### src/rtl/branch_resolve.sv
// EX-stage branch resolution: actual next PC, mispredict redirect handshake, timed flush.
// Optional resolved/mispredict counters are built when BRANCH_STATS_EN is defined.
module branch_resolve #(
  parameter int FLUSH_CYCLES = 2,
  parameter int CTR_W        = 32
) (
  input  logic             clk,
  input  logic             rst_n,
  input  logic             ex_valid,
  input  logic             ex_is_br,
  input  logic             ex_is_jal,
  input  logic             ex_is_jalr,
  input  logic [31:0]      ex_pc,
  input  logic [31:0]      ex_imm,
  input  logic [31:0]      ex_rs1,
  input  logic [31:0]      cmp_f,
  input  logic             ex_pred_taken,
  input  logic [31:0]      ex_pred_target,
  input  logic             redirect_ready,
  output logic             redirect_valid,
  output logic [31:0]      redirect_pc,
  output logic             flush,
  output logic             stall_ex,
  output logic             trap_misalign,
  output logic             upd_valid,
  output logic [31:0]      upd_pc,
  output logic [31:0]      upd_target,
  output logic             upd_taken,
  output logic [CTR_W-1:0] stat_br,
  output logic [CTR_W-1:0] stat_mis
);

  typedef enum logic [1:0] {IDLE, REQ, FLUSH} state_e;

  localparam int              CNT_W    = (FLUSH_CYCLES > 1) ? $clog2(FLUSH_CYCLES) : 1;
  localparam logic [CNT_W-1:0] CNT_LAST = CNT_W'(FLUSH_CYCLES - 1);

  state_e           state_q;
  logic [CNT_W-1:0] cnt_q;
  logic             redirect_valid_q;
  logic [31:0]      redirect_pc_q;
  logic             flush_q;
  logic             trap_q;
  logic             upd_valid_q;
  logic [31:0]      upd_pc_q;
  logic [31:0]      upd_target_q;
  logic             upd_taken_q;

  logic        resolve;
  logic        use_cmp;
  logic [31:0] target;
  logic        taken;
  logic [31:0] next_pc;
  logic        misalign;
  logic        mispredict;
  logic        redirect_req;

  // Only the condition bit of the comparator result matters here.
  logic unused_cmp_hi;
  assign unused_cmp_hi = ^cmp_f[31:1];

  assign stall_ex     = (state_q != IDLE);
  assign resolve      = ex_valid & ~stall_ex & (ex_is_br | ex_is_jal | ex_is_jalr);
  assign use_cmp      = ex_is_br & ~ex_is_jal & ~ex_is_jalr;
  assign target       = ex_is_jalr ? ((ex_rs1 + ex_imm) & ~32'h1) : (ex_pc + ex_imm);
  assign taken        = use_cmp ? cmp_f[0] : 1'b1;
  assign next_pc      = taken ? target : (ex_pc + 32'd4);
  assign misalign     = taken & (target[1:0] != 2'b00);
  assign mispredict   = (taken != ex_pred_taken) | (taken & (target != ex_pred_target));
  assign redirect_req = resolve & mispredict & ~misalign;

  // NOTE: state is written with <= only, so every flop samples pre-edge values
  // regardless of the order statements appear in.
  always_ff @(posedge clk or negedge rst_n) begin
    if (!rst_n) begin
      state_q          <= IDLE;
      cnt_q            <= '0;
      redirect_valid_q <= 1'b0;
      redirect_pc_q    <= '0;
      flush_q          <= 1'b0;
    end else begin
      case (state_q)
        IDLE: begin
          if (redirect_req) begin
            state_q          <= REQ;
            redirect_valid_q <= 1'b1;
            redirect_pc_q    <= next_pc;
            flush_q          <= 1'b1;
          end
        end
        REQ: begin
          if (redirect_ready) begin
            state_q          <= FLUSH;
            redirect_valid_q <= 1'b0;
            cnt_q            <= CNT_LAST;
          end
        end
        FLUSH: begin
          if (cnt_q == '0) begin
            state_q <= IDLE;
            flush_q <= 1'b0;
          end else begin
            cnt_q <= cnt_q - CNT_W'(1);
          end
        end
        default: begin
          state_q          <= IDLE;
          redirect_valid_q <= 1'b0;
          flush_q          <= 1'b0;
        end
      endcase
    end
  end

  // Update payload holds its last value between pulses; only the pulse is qualified.
  always_ff @(posedge clk or negedge rst_n) begin
    if (!rst_n) begin
      upd_valid_q  <= 1'b0;
      trap_q       <= 1'b0;
      upd_pc_q     <= '0;
      upd_target_q <= '0;
      upd_taken_q  <= 1'b0;
    end else begin
      upd_valid_q <= resolve;
      trap_q      <= resolve & misalign;
      if (resolve) begin
        upd_pc_q     <= ex_pc;
        upd_target_q <= target;
        upd_taken_q  <= taken;
      end
    end
  end

  assign redirect_valid = redirect_valid_q;
  assign redirect_pc    = redirect_pc_q;
  assign flush          = flush_q;
  assign trap_misalign  = trap_q;
  assign upd_valid      = upd_valid_q;
  assign upd_pc         = upd_pc_q;
  assign upd_target     = upd_target_q;
  assign upd_taken      = upd_taken_q;

`ifdef BRANCH_STATS_EN
  logic [CTR_W-1:0] stat_br_q, stat_br_d;
  logic [CTR_W-1:0] stat_mis_q, stat_mis_d;

  // NOTE: each next-state value gets a default first so no latch is inferred.
  always_comb begin
    stat_br_d  = stat_br_q;
    stat_mis_d = stat_mis_q;
    if (resolve)      stat_br_d  = stat_br_q + CTR_W'(1);
    if (redirect_req) stat_mis_d = stat_mis_q + CTR_W'(1);
  end

  always_ff @(posedge clk or negedge rst_n) begin
    if (!rst_n) begin
      stat_br_q  <= '0;
      stat_mis_q <= '0;
    end else begin
      stat_br_q  <= stat_br_d;
      stat_mis_q <= stat_mis_d;
    end
  end

  assign stat_br  = stat_br_q;
  assign stat_mis = stat_mis_q;
`else
  assign stat_br  = '0;
  assign stat_mis = '0;
`endif

endmodule
### config.mk
export PLATFORM = sky130hd
export DESIGN_NAME = branch_resolve
export DESIGN_NICKNAME = d
export VERILOG_FILES = /design/src/rtl/branch_resolve.sv
export SDC_FILE = /design/constraint.sdc
export NUM_CORES = 1
export LEC_CHECK = 0
export CORE_AREA = 4 4 151 153
export DETAILED_ROUTE_END_ITERATION = 12
export DIE_AREA = 0 0 155 157
export HOLD_SLACK_MARGIN = 0.1
export PLACE_DENSITY = 0.82
export SLEW_MARGIN = 20
export SYNTH_ARGS = -nofsm -noshare
export SYNTH_HDL_FRONTEND = slang
export SYNTH_SLANG_ARGS = --single-unit
### constraint.sdc
create_clock -name clk -period 2.52 [get_ports clk]
set_clock_uncertainty 0.05 [all_clocks]
set_input_delay 0.504 -clock clk [delete_from_list [all_inputs] [get_ports clk]]
set_output_delay 0.504 -clock clk [all_outputs]
set_load 0.02 [all_outputs]
After elaboration in Yosys (flattened, before gate mapping). Index checks and enable logic that the tools add are counted.

Register bits: 104. Input bits: 168. Output and inout port bits: 166. Word-level logic and storage cells: 63.

Add/subtract/negate cells: 4. Eq/ne operators: 7. Multiplexer cells: 15. Bitwise gates (word level): 18. Reduce and logical (&&, ||, !) cells: 9.

Operator list (number): 32-bit adder (2); 32-bit two-way mux (2); 32-bit by 3-bit adder with 32-bit output, second input constant (1); 32-bit != test (1); 1-bit AND (9); 3-bit AND reduction (3); 1-bit two-way mux (6); 2-bit two-way mux (3); 2-bit != test, second input constant (3); 1-bit NOT (6); 1-bit one-hot mux with 3 select lines (2); 2-bit one-hot mux with 3 select lines (1); 2-bit nonzero test (3); 2-bit AND reduction (2); 1-bit bitwise OR (3); 2-bit by 1-bit == test with 1-bit output, second input constant (1); 2-bit == test, second input constant (1); 2-bit zero test (1); 1-bit one-hot mux with 2 select lines (1); 1-bit != test (1); 1-bit subtractor, second input constant (1).

Longest topological paths before layout.
Word-level depth: 10. Mapped depth: 15. Depth with buffers taken out: 14.

Worst setup path before layout. OpenSTA, ideal clock, no wires.

Kind: input-to-reg. Start point: input port ex_imm[9]. End point: register redirect_pc_q[10], in the netlist redirect_pc[10]. Arrival time: 4.185 ns. Data required time: 2.345 ns. Path slack: -1.840 ns. Stages on the path: 15. Path through: ha_1 > clkbuf_1 > nand2_1 > o21ai_1 > a21oi_1 > o21ai_1 > mux2_2 > or4_1 > a22oi_1 > o2111a_1 > nand4_1 > or4b_1 > o31a_4 > buf_6 > mux2_4.

Cells in the longest elaborated chain, start to end: 8. Elaborated cells on any way between the ends: 10. Classes of those cells: add/sub: 2; eq/ne: 1; mux: 2; bitwise: 4; reduce/logical: 1.

Ends and longest elaborated chain: start, declared (RTL line 14) `input logic [31:0] ex_imm,`; 32-bit adder (RTL line 65) `assign target = ex_is_jalr ? ((ex_rs1 + ex_imm) & ~32'h1) : (ex_pc + ex_imm);`; 32-bit two-way mux * (RTL line 65); 32-bit != test (RTL line 69) `assign mispredict = (taken != ex_pred_taken) | (taken & (target != ex_pred_target));`; 1-bit AND (RTL line 69); 1-bit bitwise OR (RTL line 69); 1-bit AND (2 in a row) (RTL line 70) `assign redirect_req = resolve & mispredict & ~misalign;`; 2-bit AND reduction (no line); end signal, assigned (RTL line 87) `redirect_pc_q <= next_pc;`; end, declared (RTL line 41) `logic [31:0] redirect_pc_q;`.

Mark *: on every way between the ends. The rest lies on a longest branch, timed or not. A chain may end at the register's enable or synchronous reset.

Worst setup path in the final report.
Start point: input port ex_pc[5]. End point: register redirect_pc_q[17], in the netlist redirect_pc[17].

Cells in the longest elaborated chain, start to end: 8. Elaborated cells on any way between the ends: 10. Classes of those cells: add/sub: 2; eq/ne: 1; mux: 2; bitwise: 4; reduce/logical: 1.

Ends and longest elaborated chain: start, declared (RTL line 13) `input logic [31:0] ex_pc,`; 32-bit adder (RTL line 65); 32-bit two-way mux (RTL line 65); 32-bit != test (RTL line 69); 1-bit AND (RTL line 69); 1-bit bitwise OR (RTL line 69); 1-bit AND (2 in a row) (RTL line 70); 2-bit AND reduction (no line).

Parallel ways exist; a longest one is shown, timed or not.

==> run summary <==
Final HPWL DP = 35,000 microns
placed cell count = 2,125
Seq cells post-synth = 104
die area = 24,300 sq um
Max Transition Viols Final = 0
DP Area = 15,700 sq um
clock slew at reported path FFs = 0.07 ns
final worst-path setup slack = -1.95 ns
Layout area overhead = 76.9%
endpoints failing hold = 0
die width = 155 microns
port buffer count = 238
largest net degree at the start of global routing = 43
Antenna Nets Post-Route = 0
ANT cells = 0
static leakage = 8.19 nW
Via Count = 13,100
Remaining DRCs = 0
vias in the first global route = 12,500
FILL cells = 1,164
IO Count = 334
Initial DRC Count = 1,272
worst hold margin = 0.380 ns
number of synthesized flops with an enable pin = 0
Via density = 5.93
final worst-path cycle share = 177%
Syn Inst Count = 1,284
VDD IR max = 0.000438 V
die height = 157 microns
first-pass GRT wire length = 67,500 microns
CTS max path bufs = 2
Place WS = -2.66 ns
Worst setup endpoint = redirect_pc[17]$_DFFE_PN0P_
GRT Resource Usage Total = 34.9%
Layout Nets = 2,157
syn avg cell area = 7.95 sq um
drt pass-1 iters = 5
failing checks = setup timing
layout cells sized above 1 = 41.2%
grt total ovfl = 0
RSZ-0062 raised after global routing = true
P per Cell Area = 701 nW/um^2
routed len/inst = 21.9 microns
Pwr Total = 12.7 mW
ys async rst share = 100%
Reg2Reg Capture Point = redirect_pc[31]$_DFFE_PN0P_
Num Clock Sinks = 104
core area = 21,600 sq um
Yosys warning count = 0
setup_tns = -71.92 ns
initial antenna violation count = 1
area of the multi-input gates = 8880 sq um
Fmax = 224 MHz
Final Instance Area = 18,100 sq um
final wirelength = 48,300 microns
min Tclk post-route = 4.47 ns
Worst R2R Start = state_q[0]$_DFFE_PN0P_
Distinct cells, synth = 80
final core utilization = 83.8%
Worst Max-Slew Pin Slew = 0.705 ns
Worst Path Required = 2.71 ns
gp weighted congestion = 0.990
CP Launch Point = ex_pc[5]
Crit. End Element = register
Num CTS Buffers = 9
H-tree depth = 3
Starting Density = 47.4%
Setup-failing EPs final = 52
Post-Syn Area = 10,200 sq um
later-pin clock latency in the skew report = 0.35 ns
crit path launch type = primary input
Seq/Total Area, Yosys = 25.5%
post-route insts no fill = 2,210
Synth Flop Type = dfrtp_1
Root Buffer = clkbuf_16
Rows = 54
R2R cell count = 6
worst-path fanout max = 8
TritonCTS clock tree = built
reg2reg setup slack = 0.34 ns
Worst slew margin = 51.8%
status = complete, but fails checks
crit path kind = primary input to register
worst hold path class = primary input to register
Data arrival, critical path = 4.66 ns
Sequential cell area = 2600 sq um
max-cap check violation count = 0
==> what timing repair did <==
action	4_1_cts	5_1_grt
hold buffers	1	0
resized for setup	297	231
endpoints found under the hold margin	19	0
pin swaps	62	106
endpoints found under the setup margin	63	60
setup buffers	35	41
cloned	1	1
==> layer usage <==
layer	wire, microns	up-vias	global-route usage (%)	share of wire [%]
li1	-	5720	-	-
met1	18500	6247	45.0	38
met2	23100	903	58.9	48
met3	4120	229	4.92	8.5
met4	2580	2	14.8	5.3
met5	14	-	0	0.029
==> kinds of logic after synthesis <==
| group | count (synthesis) | synth area share (%) |
|---|---|---|
| compound gates | 328 | 20.8 |
| xor+xnor | 114 | 9.78 |
| fa+ha+maj | 64 | 7.99 |
| buf+inv | 135 | 7.73 |
| flops | 104 | 25.5 |
| mux | 54 | 6.78 |
| other cells | 1 | 0.0367 |
| simple gates | 484 | 21.4 |
==> how the worst min path moves through the flow <==
stage          startpoint                    endpoint  slack [ns]  cells past startpoint
4_1_cts          ex_pc[0]       upd_pc[0]$_DFFE_PN0P_        0.37                      3
2_1_floorplan       rst_n           cnt_q$_DFFE_PN0P_        0.16                      0
3_5_place_dp        rst_n  redirect_pc[4]$_DFFE_PN0P_        0.36                      1
6_report         ex_pc[0]       upd_pc[0]$_DFFE_PN0P_        0.38                      3
3_3_place_gp        rst_n   upd_target[6]$_DFFE_PN0P_        0.35                      1
5_1_grt          ex_pc[0]       upd_pc[0]$_DFFE_PN0P_        0.42                      3
==> sequential cells by signal (all words and copies together) (netlist names) <==
signal and count:
redirect_valid 1, state_q 2, flush 1, upd_pc 32, upd_taken 1, upd_target 32, upd_valid 1, redirect_pc 32
cnt_q 1, trap_misalign 1
==> layout make-up <==
cell class / instances / share of cell area [%]
multi-input combinational: 1108 / 49.2
timing repair buffer: 688 / 32.5
sequential: 104 / 14.4
tap: 280 / 1.94
clock buffer: 10 / 1.27
clock inverter: 6 / 0.429
inverter: 14 / 0.291
==> cell usage after synthesis (all sizes together), types with 20 or more instances <==
master	n	area (sq um)
nand2	260	981
xor2	47	412
xnor2	67	587
a21o	27	203
ha	62	776
nand3	37	185
nor3	21	105
mux2	34	492
a21oi	91	467
buf	85	599
nor2	69	259
clkbuf	36	138
dfrtp	104	2600
nand4	21	138
o21ai	101	509
mux2i	20	200
==> worst max-delay path, stage by stage <==
cell,delay (ns)
clkdlybuf4s15_1,0.23
ha_4,0.30
buf_6,0.12
nor2_2,0.05
nor3_2,0.25
nand4b_1,0.34
buf_4,0.28
a211oi_4,0.26
o41ai_2,0.10
xnor2_1,0.15
mux2i_1,0.23
xor2_1,0.27
nand4_1,0.13
or4b_4,0.56
o31a_4,0.37
clkbuf_16,0.20
mux2_4,0.30
==> power breakdown <==
part           total, mW  leakage (nW)  switching, mW  internal [mW]
Clock               1.47         0.147          0.677          0.789
Sequential          3.10          1.26          0.628           2.47
Combinational       8.11          6.78           4.15           3.95
==> cell usage in the layout (no fill, tap or decap), types with 20 or more instances in the layout <==
| master | n |
|---|---|
| a21o_1 | 27 |
| a21oi_1 | 55 |
| a21oi_2 | 20 |
| buf_4 | 401 |
| buf_6 | 48 |
| clkbuf_2 | 24 |
| clkdlybuf4s50_1 | 158 |
| conb_1 | 64 |
| dfrtp_1 | 104 |
| ha_4 | 50 |
| mux2_4 | 31 |
| nand2_1 | 240 |
| nand3_1 | 35 |
| nand4_1 | 20 |
| nor2_1 | 57 |
| o21ai_0 | 48 |
| o21ai_2 | 27 |
| xnor2_1 | 57 |
| xor2_1 | 40 |
Power figures use the tool's default switching activity.
